$ cat config.mk
export PLATFORM = sky130hd
export DESIGN_NAME = regfile_commit_writer
export DESIGN_NICKNAME = d
export VERILOG_FILES = /design/src/rtl/regfile_commit_writer_pkg.sv /design/src/rtl/regfile_write_merge.sv /design/src/rtl/regfile_commit_writer.sv
export SDC_FILE = /design/constraint.sdc
export NUM_CORES = 2
export LEC_CHECK = 0
export CORE_AREA = 2 2 462 464
export CTS_CLUSTER_SIZE = 14
export DETAILED_ROUTE_END_ITERATION = 16
export DIE_AREA = 0 0 464 466
export GPL_TIMING_DRIVEN = 0
export PLACE_DENSITY_LB_ADDON = 0.2
export SLEW_MARGIN = 40
export SYNTH_ARGS = -nofsm -noshare
export SYNTH_HDL_FRONTEND = slang
export SYNTH_SLANG_ARGS = --single-unit
export TNS_END_PERCENT = 20
$ cat constraint.sdc
create_clock -name clk -period 6 [get_ports clk]
set_clock_uncertainty 0.05 [all_clocks]
set_input_delay 1.8 -clock clk [delete_from_list [all_inputs] [get_ports clk]]
set_output_delay 1.8 -clock clk [all_outputs]
set_load 0.01 [all_outputs]
$ cat src/rtl/regfile_commit_writer_pkg.sv
// Shared definitions for the architectural register file writer.
// Holds the data/register typedefs and the writer FSM state enum.
// The global sizing macros are defined here only if the build has not already supplied them.
`ifndef NUMBER_OF_REGISTERS
`define NUMBER_OF_REGISTERS 32
`endif
`ifndef DATA_SIZE
`define DATA_SIZE 32
`endif

package regfile_commit_writer_pkg;

  typedef logic [`DATA_SIZE-1:0] memory_word_t;
  typedef logic [4:0]            register_t;

  typedef enum logic {
    StInit,
    StRun
  } regfile_state_e;

endpackage

$ cat src/rtl/regfile_write_merge.sv
// Combinational write-port merge for the register array.
// Inputs : FSM state and clear index, stack-pointer init value, both retirement slots (accept,
//          rd, data).
// Outputs: per-register write enable and write data.
// During INIT only entry idx is written (sp_value at SP_REG, zero elsewhere). In RUN, slot 1
// wins over slot 0 on the same rd, and register 0 is never written.
`ifndef NUMBER_OF_REGISTERS
`define NUMBER_OF_REGISTERS 32
`endif
`ifndef DATA_SIZE
`define DATA_SIZE 32
`endif

module regfile_write_merge
  import regfile_commit_writer_pkg::*;
#(
  parameter int unsigned NUM_REGS = `NUMBER_OF_REGISTERS,
  parameter int unsigned SP_REG   = 2,
  parameter int unsigned IDX_W    = $clog2(NUM_REGS)
) (
  input  regfile_state_e                state,
  input  logic [IDX_W-1:0]              idx,
  input  memory_word_t                  sp_value,
  input  logic                          accept0,
  input  register_t                     rd0,
  input  memory_word_t                  data0,
  input  logic                          accept1,
  input  register_t                     rd1,
  input  memory_word_t                  data1,
  output logic [NUM_REGS-1:0]           wr_en,
  output memory_word_t [NUM_REGS-1:0]   wr_data
);

  always_comb begin
    wr_en   = '0;
    wr_data = '0;
    if (state == StInit) begin
      wr_en[idx]   = 1'b1;
      wr_data[idx] = (idx == IDX_W'(SP_REG)) ? sp_value : '0;
    end else begin
      // Loop starts at 1: x0 is hard-wired to zero.
      for (int unsigned r = 1; r < NUM_REGS; r++) begin
        if (accept1 && (rd1 == register_t'(r))) begin
          wr_en[r]   = 1'b1;
          wr_data[r] = data1;
        end else if (accept0 && (rd0 == register_t'(r))) begin
          wr_en[r]   = 1'b1;
          wr_data[r] = data0;
        end
      end
    end
  end

endmodule

$ cat src/rtl/regfile_commit_writer.sv
// Architectural register array and its sole writer.
// Inputs : clk, reset (synchronous, active low), sp_init, hold, two in-order retirement slots
//          (valid/rd/data).
// Outputs: per-slot ready, the registered array contents, init_done, retired_count.
// After reset the array is cleared one entry per cycle (SP_REG gets the sampled sp_init),
// then up to two retirements per cycle are written. No same-cycle bypass.
`ifndef NUMBER_OF_REGISTERS
`define NUMBER_OF_REGISTERS 32
`endif
`ifndef DATA_SIZE
`define DATA_SIZE 32
`endif

module regfile_commit_writer
  import regfile_commit_writer_pkg::*;
#(
  parameter int unsigned NUM_REGS = `NUMBER_OF_REGISTERS,
  parameter int unsigned SP_REG   = 2,
  parameter int unsigned COUNT_W  = 32
) (
  input  logic                          clk,
  input  logic                          reset,
  input  memory_word_t                  sp_init,
  input  logic                          hold,
  input  logic                          commit0_valid,
  input  register_t                     commit0_rd,
  input  memory_word_t                  commit0_data,
  output logic                          commit0_ready,
  input  logic                          commit1_valid,
  input  register_t                     commit1_rd,
  input  memory_word_t                  commit1_data,
  output logic                          commit1_ready,
  output memory_word_t [NUM_REGS-1:0]   register_file,
  output logic                          init_done,
  output logic [COUNT_W-1:0]            retired_count
);

  localparam int unsigned IdxW = $clog2(NUM_REGS);

  regfile_state_e       state_q, state_d;
  logic [IdxW-1:0]      idx_q, idx_d;
  memory_word_t         sp_q;
  logic                 init_done_q, init_done_d;
  logic [COUNT_W-1:0]   count_q, count_d;
  memory_word_t [NUM_REGS-1:0] rf_q;

  logic                        accept0, accept1;
  logic [NUM_REGS-1:0]         wr_en;
  memory_word_t [NUM_REGS-1:0] wr_data;

  // Ready depends only on state and hold so the ROB never sees a valid->ready loop.
  always_comb begin
    commit0_ready = (state_q == StRun) && !hold;
    commit1_ready = (state_q == StRun) && !hold;
  end

  assign accept0 = commit0_valid && commit0_ready;
  assign accept1 = commit1_valid && commit1_ready;

  always_comb begin
    state_d     = state_q;
    idx_d       = idx_q;
    init_done_d = init_done_q;
    count_d     = count_q;
    unique case (state_q)
      StInit: begin
        idx_d = idx_q + 1'b1;
        if (idx_q == IdxW'(NUM_REGS - 1)) begin
          state_d     = StRun;
          init_done_d = 1'b1;
        end
      end
      StRun: begin
        count_d = count_q + COUNT_W'(accept0) + COUNT_W'(accept1);
      end
      default: begin
        state_d = StInit;
      end
    endcase
  end

  always_ff @(posedge clk) begin
    if (!reset) begin
      state_q     <= StInit;
      idx_q       <= '0;
      sp_q        <= sp_init;
      init_done_q <= 1'b0;
      count_q     <= '0;
    end else begin
      state_q     <= state_d;
      idx_q       <= idx_d;
      init_done_q <= init_done_d;
      count_q     <= count_d;
    end
  end

  // Array is not bulk-reset; INIT clears it. Writes on a reset edge are dropped.
  always_ff @(posedge clk) begin
    if (reset) begin
      for (int unsigned r = 0; r < NUM_REGS; r++) begin
        if (wr_en[r]) begin
          rf_q[r] <= wr_data[r];
        end
      end
    end
  end

  regfile_write_merge #(
    .NUM_REGS (NUM_REGS),
    .SP_REG   (SP_REG),
    .IDX_W    (IdxW)
  ) u_write_merge (
    .state    (state_q),
    .idx      (idx_q),
    .sp_value (sp_q),
    .accept0  (accept0),
    .rd0      (commit0_rd),
    .data0    (commit0_data),
    .accept1  (accept1),
    .rd1      (commit1_rd),
    .data1    (commit1_data),
    .wr_en    (wr_en),
    .wr_data  (wr_data)
  );

  assign register_file = rf_q;
  assign init_done     = init_done_q;
  assign retired_count = count_q;

endmodule

Word-level counts from Yosys, hierarchy flattened:

Cells that the tools add are included.

* bitwise gates (word level): 2
* equality and inequality tests: 64
* magnitude comparators: 2
* muxes and demuxes: 134
* reduce and logical (&&, ||, !) cells: 100
* add/sub/neg operators: 3

Operators with widths (count)
* $mux W32: 64
* $and A1024 B1024 Y1024: 1
* $mux W992: 1
* $eq A5 B5 Y1 const B: 33
* $demux W32 S5: 1
* $eq A5 B4 Y1 const B: 16
* $logic_and A1 B1 Y1: 66
* $mux W1: 66
* $reduce_and A2 Y1: 33
* $add A32 B1 Y32: 2
* $eq A5 B3 Y1 const B: 8
* $mux W31: 1
* $eq A5 B2 Y1 const B: 5
* $eq A5 B1 Y1 const B: 2
* $lt A5 B6 Y1 const B: 1
* $add A5 B1 Y5 const B: 1
* $demux W1 S5: 1
* $ge A5 B1 Y1 const B: 1
* $logic_not A1 Y1: 1
* $not A1 Y1: 1

* logic and storage cells: 342
* output and inout port bits: 1059
* input port bits: 111
* register bits: 1095

Longest topological paths before layout:

* word-level depth: 8
* gate-level depth with buffers: 11
* gate-level depth less buffers: 9

Cells and area by module:

Synthesis repeated with hierarchy kept, for this count alone.

* cells, all modules: 4999
* area total of the unflattened synthesis: 49626.3 um^2

By module, submodules not included
* regfile_commit_writer: area each 33807.4 um^2, instances 1, cells each 1294, seq. area each 32491.2 um^2
* regfile_write_merge: area each 15818.9 um^2, instances 1, cells each 3705, seq. area each 0.0 um^2

Worst setup path before layout:

OpenSTA, ideal clock, no wires.

* kind: input to register
* start: input hold
* end: register rf_q (netlist bit register_file[64]), enable pin
* required time: 5518 ps
* cell stages on the path: 6
* setup slack: 1083 ps
* library setup time: 432 ps
* buffers on the path: 2
* arrival time: 4435 ps
* cells stage by stage: nor4bb_1 -> clkbuf_1 -> nand3_1 -> a21boi_1 -> buf_2 -> a21oi_1

* cells in the longest elaborated chain, start to end: 8
* elaborated cells between the ends (all ways): 10
* those cells by class: 3 x mux; 7 x reduce/logical

RTL lines
* from (decl): line regfile_commit_writer.sv:24 `input logic hold,`
* $logic_not A1 Y1 *: line regfile_commit_writer.sv:53, regfile_commit_writer.sv:54
* $logic_and A1 B1 Y1 *: line regfile_commit_writer.sv:53, regfile_commit_writer.sv:54
* $logic_and A1 B1 Y1: line regfile_commit_writer.sv:57 `assign accept0 = commit0_valid && commit0_ready;`
* $logic_and A1 B1 Y1: line regfile_write_merge.sv:46 `end else if (accept0 && (rd0 == register_t'(r))) begin`
* $mux W1: line regfile_write_merge.sv:46
* $mux W1 *: line regfile_write_merge.sv:43 `if (accept1 && (rd1 == register_t'(r))) begin`
* $mux W31 *: line regfile_write_merge.sv:37 `if (state == StInit) begin`
* $reduce_and A2 Y1 (no line) *
* to (signal, indexed assignment): line regfile_commit_writer.sv:102 `rf_q[r] <= wr_data[r];`
* to (decl): line regfile_commit_writer.sv:45 `memory_word_t [NUM_REGS-1:0] rf_q;`

Mark *: on every way between the ends. The rest lies on a longest branch, timed or not.
A chain may end at the register's enable or synchronous reset.

Worst setup path in the final report:

* start: input hold
* end: output commit1_ready

* cells in the longest elaborated chain, start to end: 2

RTL lines
* $logic_not A1 Y1: line regfile_commit_writer.sv:54 `commit1_ready = (state_q == StRun) && !hold;`
* $logic_and A1 B1 Y1: line regfile_commit_writer.sv:54
* to (decl): line regfile_commit_writer.sv:32 `output logic commit1_ready,`

Every way passes these cells.

==> metrics.md <==
| Metric | Value |
|---|---|
| Status | finished clean |
| Wire per inst | 35.8 µm |
| Post-route DRC | 0 |
| Finish-stage setup viols | 0 |
| Element type at the critical path start | input pin |
| Async SR Flop Fraction | 0% |
| Hold path cells | 2 |
| Std cell rows | 169 |
| Total clock sinks | 1,095 |
| Layout cells sized above 1 | 9.01% |
| CP Max Fanout | 7 |
| Latest clock arrival within the worst-skew pair | 0.81 ns |
| Num CTS Buffers | ~140 |
| Yosys reg bits | about 1,100 |
| Compound-gate portion of the synthesized area | 11.5% |
| Synth warnings | 0 |
| Reg-to-Reg Start | state_q$_SDFF_PN0_ |
| Root Driver | clkbuf_16 |
| Post-Syn Area per Cell | 10.2 µm² |
| FF-to-FF End | register_file[46]$_DFFE_PP_ |
| Max Freq | 181 MHz |
| Normalized max-slew margin | 35.6% |
| H-tree depth | 4 |
| RSZ-0062 raised after global routing | false |
| Worst Path Required | between 4 and 5 ns |
| Post-synthesis mux area share | 2.05% |
| Syn_nets | 4,985 |
| Final HPWL DP | 251,000 µm |
| Worst setup EP type | primary output |
| Nets | 6,408 |
| Routed Antenna Nets | 0 |
| Most frequent cells in the layout | nand2_1, clkdlybuf4s50_1, edfxtp_1 |
| Hold EP | retired_count[31]$_SDFFE_PN0P_ |
| Longest Clk Path Bufs | 3 |
| DR iter-0 viols | roughly 6,000 |
| Antenna violations before repair | 55 |
| Initial DRT Pass Iterations | 8 |
| Initial Utilization | 23.5% |
| Global-route wire length before repair | about 430,000 µm |
| Core area | 211,000 µm² |
| Simple-gate share of the synthesized area | 16.6% |
| Critical path class | input pin to primary output |
| # resized after CTS | 0 |
| Flop2flop setup slack | 2.29 ns |
| Total Power | 18,300 µW |
| Slew Limit Fails | 0 |
| CP arrival | between 3 and 4 ns |
| Max capacitance violation total | 0 |
| Post-synth EDFFs | between 1,000 and 1,500 |
| Gpl congestion | 0.903 |
| Synth Flop Type | edfxtp_1 |
| CTS tree | yes |
| Hold Path Origin | retired_count[31]$_SDFFE_PN0P_ |
| Final-report hold violation count | 0 |
| Die width | 464 µm |
| Pleak | 0.0260 µW |
| Vias in the first global route | 44,300 |
| Avg Vias per Cell | 5.10 |
| Power per cell area | 252 nW/µm² |
| Io pins | around 1,200 |
| Cells after synthesis | 4,867 |
| Die area | 216,000 µm² |
| # hold bufs at CTS | 0 |
| Port Buffers | 1,169 |
| Final TNS setup | 0 ns |
| VDD IR max | approximately 300 µV |
| GRT overflow | 0 |
| Xor and xnor area share after synthesis | 0.282% |
| Most common cell after layout, fill and taps aside | nand2_1 |
| Post-Route WL | 331,000 µm |
| Synth-to-Final Area Change | 45.7% |
| Reg clk slew, reported paths | about 0.06 ns |
| Vias | roughly 47,000 |
| Hold WC Path Type | flip-flop to flip-flop |
| R2R cell count | 8 |
| Largest family of logic cells by synthesized area | simple AND/OR/NAND/NOR gates |
| Layout fillers | 21,200 |
| Post-Synthesis Cell Area | between 40,000 and 50,000 µm² |
| Post-synthesis sequential area ratio | between 60% and 70% |
| Worst-margin pin slew | 0.966 ns |
| Postcts setup bufs | 0 |
| Post-synthesis adder-cell area fraction | 0.191% |
| Fin crit share | 91.8% |
| GRT Overall Usage | 29.4% |
| Worst Setup SP | hold |
| Synth unique cells | 47 |
| Die Y | 466 µm |
| Tmin final | around 5.5 ns |
| Largest net degree at the start of global routing | 17 |
[stage by stage]
stage	util [%]	instance area (µm²)	hold slack (ns)	instances	setup slack (ns)
floorplan	-	49700	0.436	4867	1.08
global placement	30.8	65000	0.408	8857	-4.47
detailed placement	32.1	67800	0.413	8970	0.331
CTS	34.2	72300	0.429	9213	0.438
global route	34.3	72400	0.464	9229	0.351
finish	34.3	72400	0.426	9244	0.490
[metal layers]
layer  track usage, %  wire length [µm]  share of wire (%)  vias to the layer above
met5                0               179              0.054                        -
li1                 -                 -                  -                    19800
met3             10.4             35800                 11                      633
met1             35.9            128000                 39                    23400
met4             15.7             19100                5.8                       28
met2             45.4            148000                 45                     3251
[critical path, cell delays in order]
cell	delay, ns
clkdlybuf4s50_1	0.51
nand2b_1	0.26
inv_1	0.35
buf_4	0.18
clkdlybuf4s50_1	0.54
[where the power goes]
| part | switching (µW) | internal, µW | total [µW] | leakage, µW |
|---|---|---|---|---|
| Clock | 3570 | 5080 | 8650 | 0.00221 |
| Combinational | 928 | 294 | 1220 | 0.0137 |
| Sequential | 33.9 | 8340 | 8380 | 0.0101 |
[layout make-up]
cell class | count | area, µm² | share of cell area [%]
sequential | 1095 | 32500 | 44.9
multi-input combinational | 3246 | 16100 | 22.2
timing repair buffer | 1286 | 13600 | 18.7
tap | 2821 | 3530 | 4.87
clock buffer | 158 | 3530 | 4.87
buffer | 518 | 2140 | 2.96
clock inverter | 85 | 982 | 1.36
antenna | 27 | 67.6 | 0.0933
inverter | 8 | 30.0 | 0.0415
[logic make-up (layout without fill, tap and decap cells)]
logic type	after synthesis	count (layout)
buffers and inverters	526	2055
other	0	27
flip-flops	1095	1095
multiplexers	102	102
AND/OR/NAND/NOR	2036	2036
AO/OA/AOI/OAI	1085	1085
adder cells (fa/ha/maj)	7	7
XOR/XNOR	16	16
[sequential cells by signal, summed over array words and instances (netlist names)]
signal         cells
retired_count     32
idx_q              5
state_q            1
sp_q              32
init_done          1
register_file   1024
[worst max-delay path by stage]
stage / to / slack (ns) / cells past startpoint
floorplan: register_file[64]$_DFFE_PP_ / 1.08 / 6
detailed placement: register_file[69]$_DFFE_PP_ / 0.33 / 9
CTS: commit1_ready / 0.44 / 5
global route: commit1_ready / 0.35 / 5
global placement: register_file[884]$_DFFE_PP_ / -4.47 / 6
finish: commit1_ready / 0.49 / 5
[synth_stat cells, types with 4 or more instances]
cell type | number | area share [%]
a21oi_1 | 936 | 9.4
a22o_1 | 32 | 0.56
and2_1 | 9 | 0.11
and3_1 | 7 | 0.088
and4_1 | 5 | 0.088
buf_2 | 24 | 0.24
buf_4 | 4 | 0.060
clkbuf_1 | 486 | 3.7
dfxtp_1 | 39 | 1.6
edfxtp_1 | 1056 | 64
ha_1 | 6 | 0.15
inv_1 | 8 | 0.060
mux2i_1 | 102 | 2.1
nand2_1 | 1791 | 14
nand2b_1 | 11 | 0.14
nand3_1 | 44 | 0.44
nand3b_1 | 14 | 0.21
nand4_1 | 19 | 0.24
nor2_1 | 59 | 0.45
nor2b_1 | 10 | 0.13
nor3_1 | 6 | 0.060
nor3_2 | 29 | 0.58
nor4_1 | 5 | 0.063
o22ai_1 | 96 | 1.2
o31ai_1 | 10 | 0.15
or2_2 | 4 | 0.050
or4_1 | 9 | 0.14
xor2_1 | 14 | 0.25
Power figures use the tool's default switching activity.
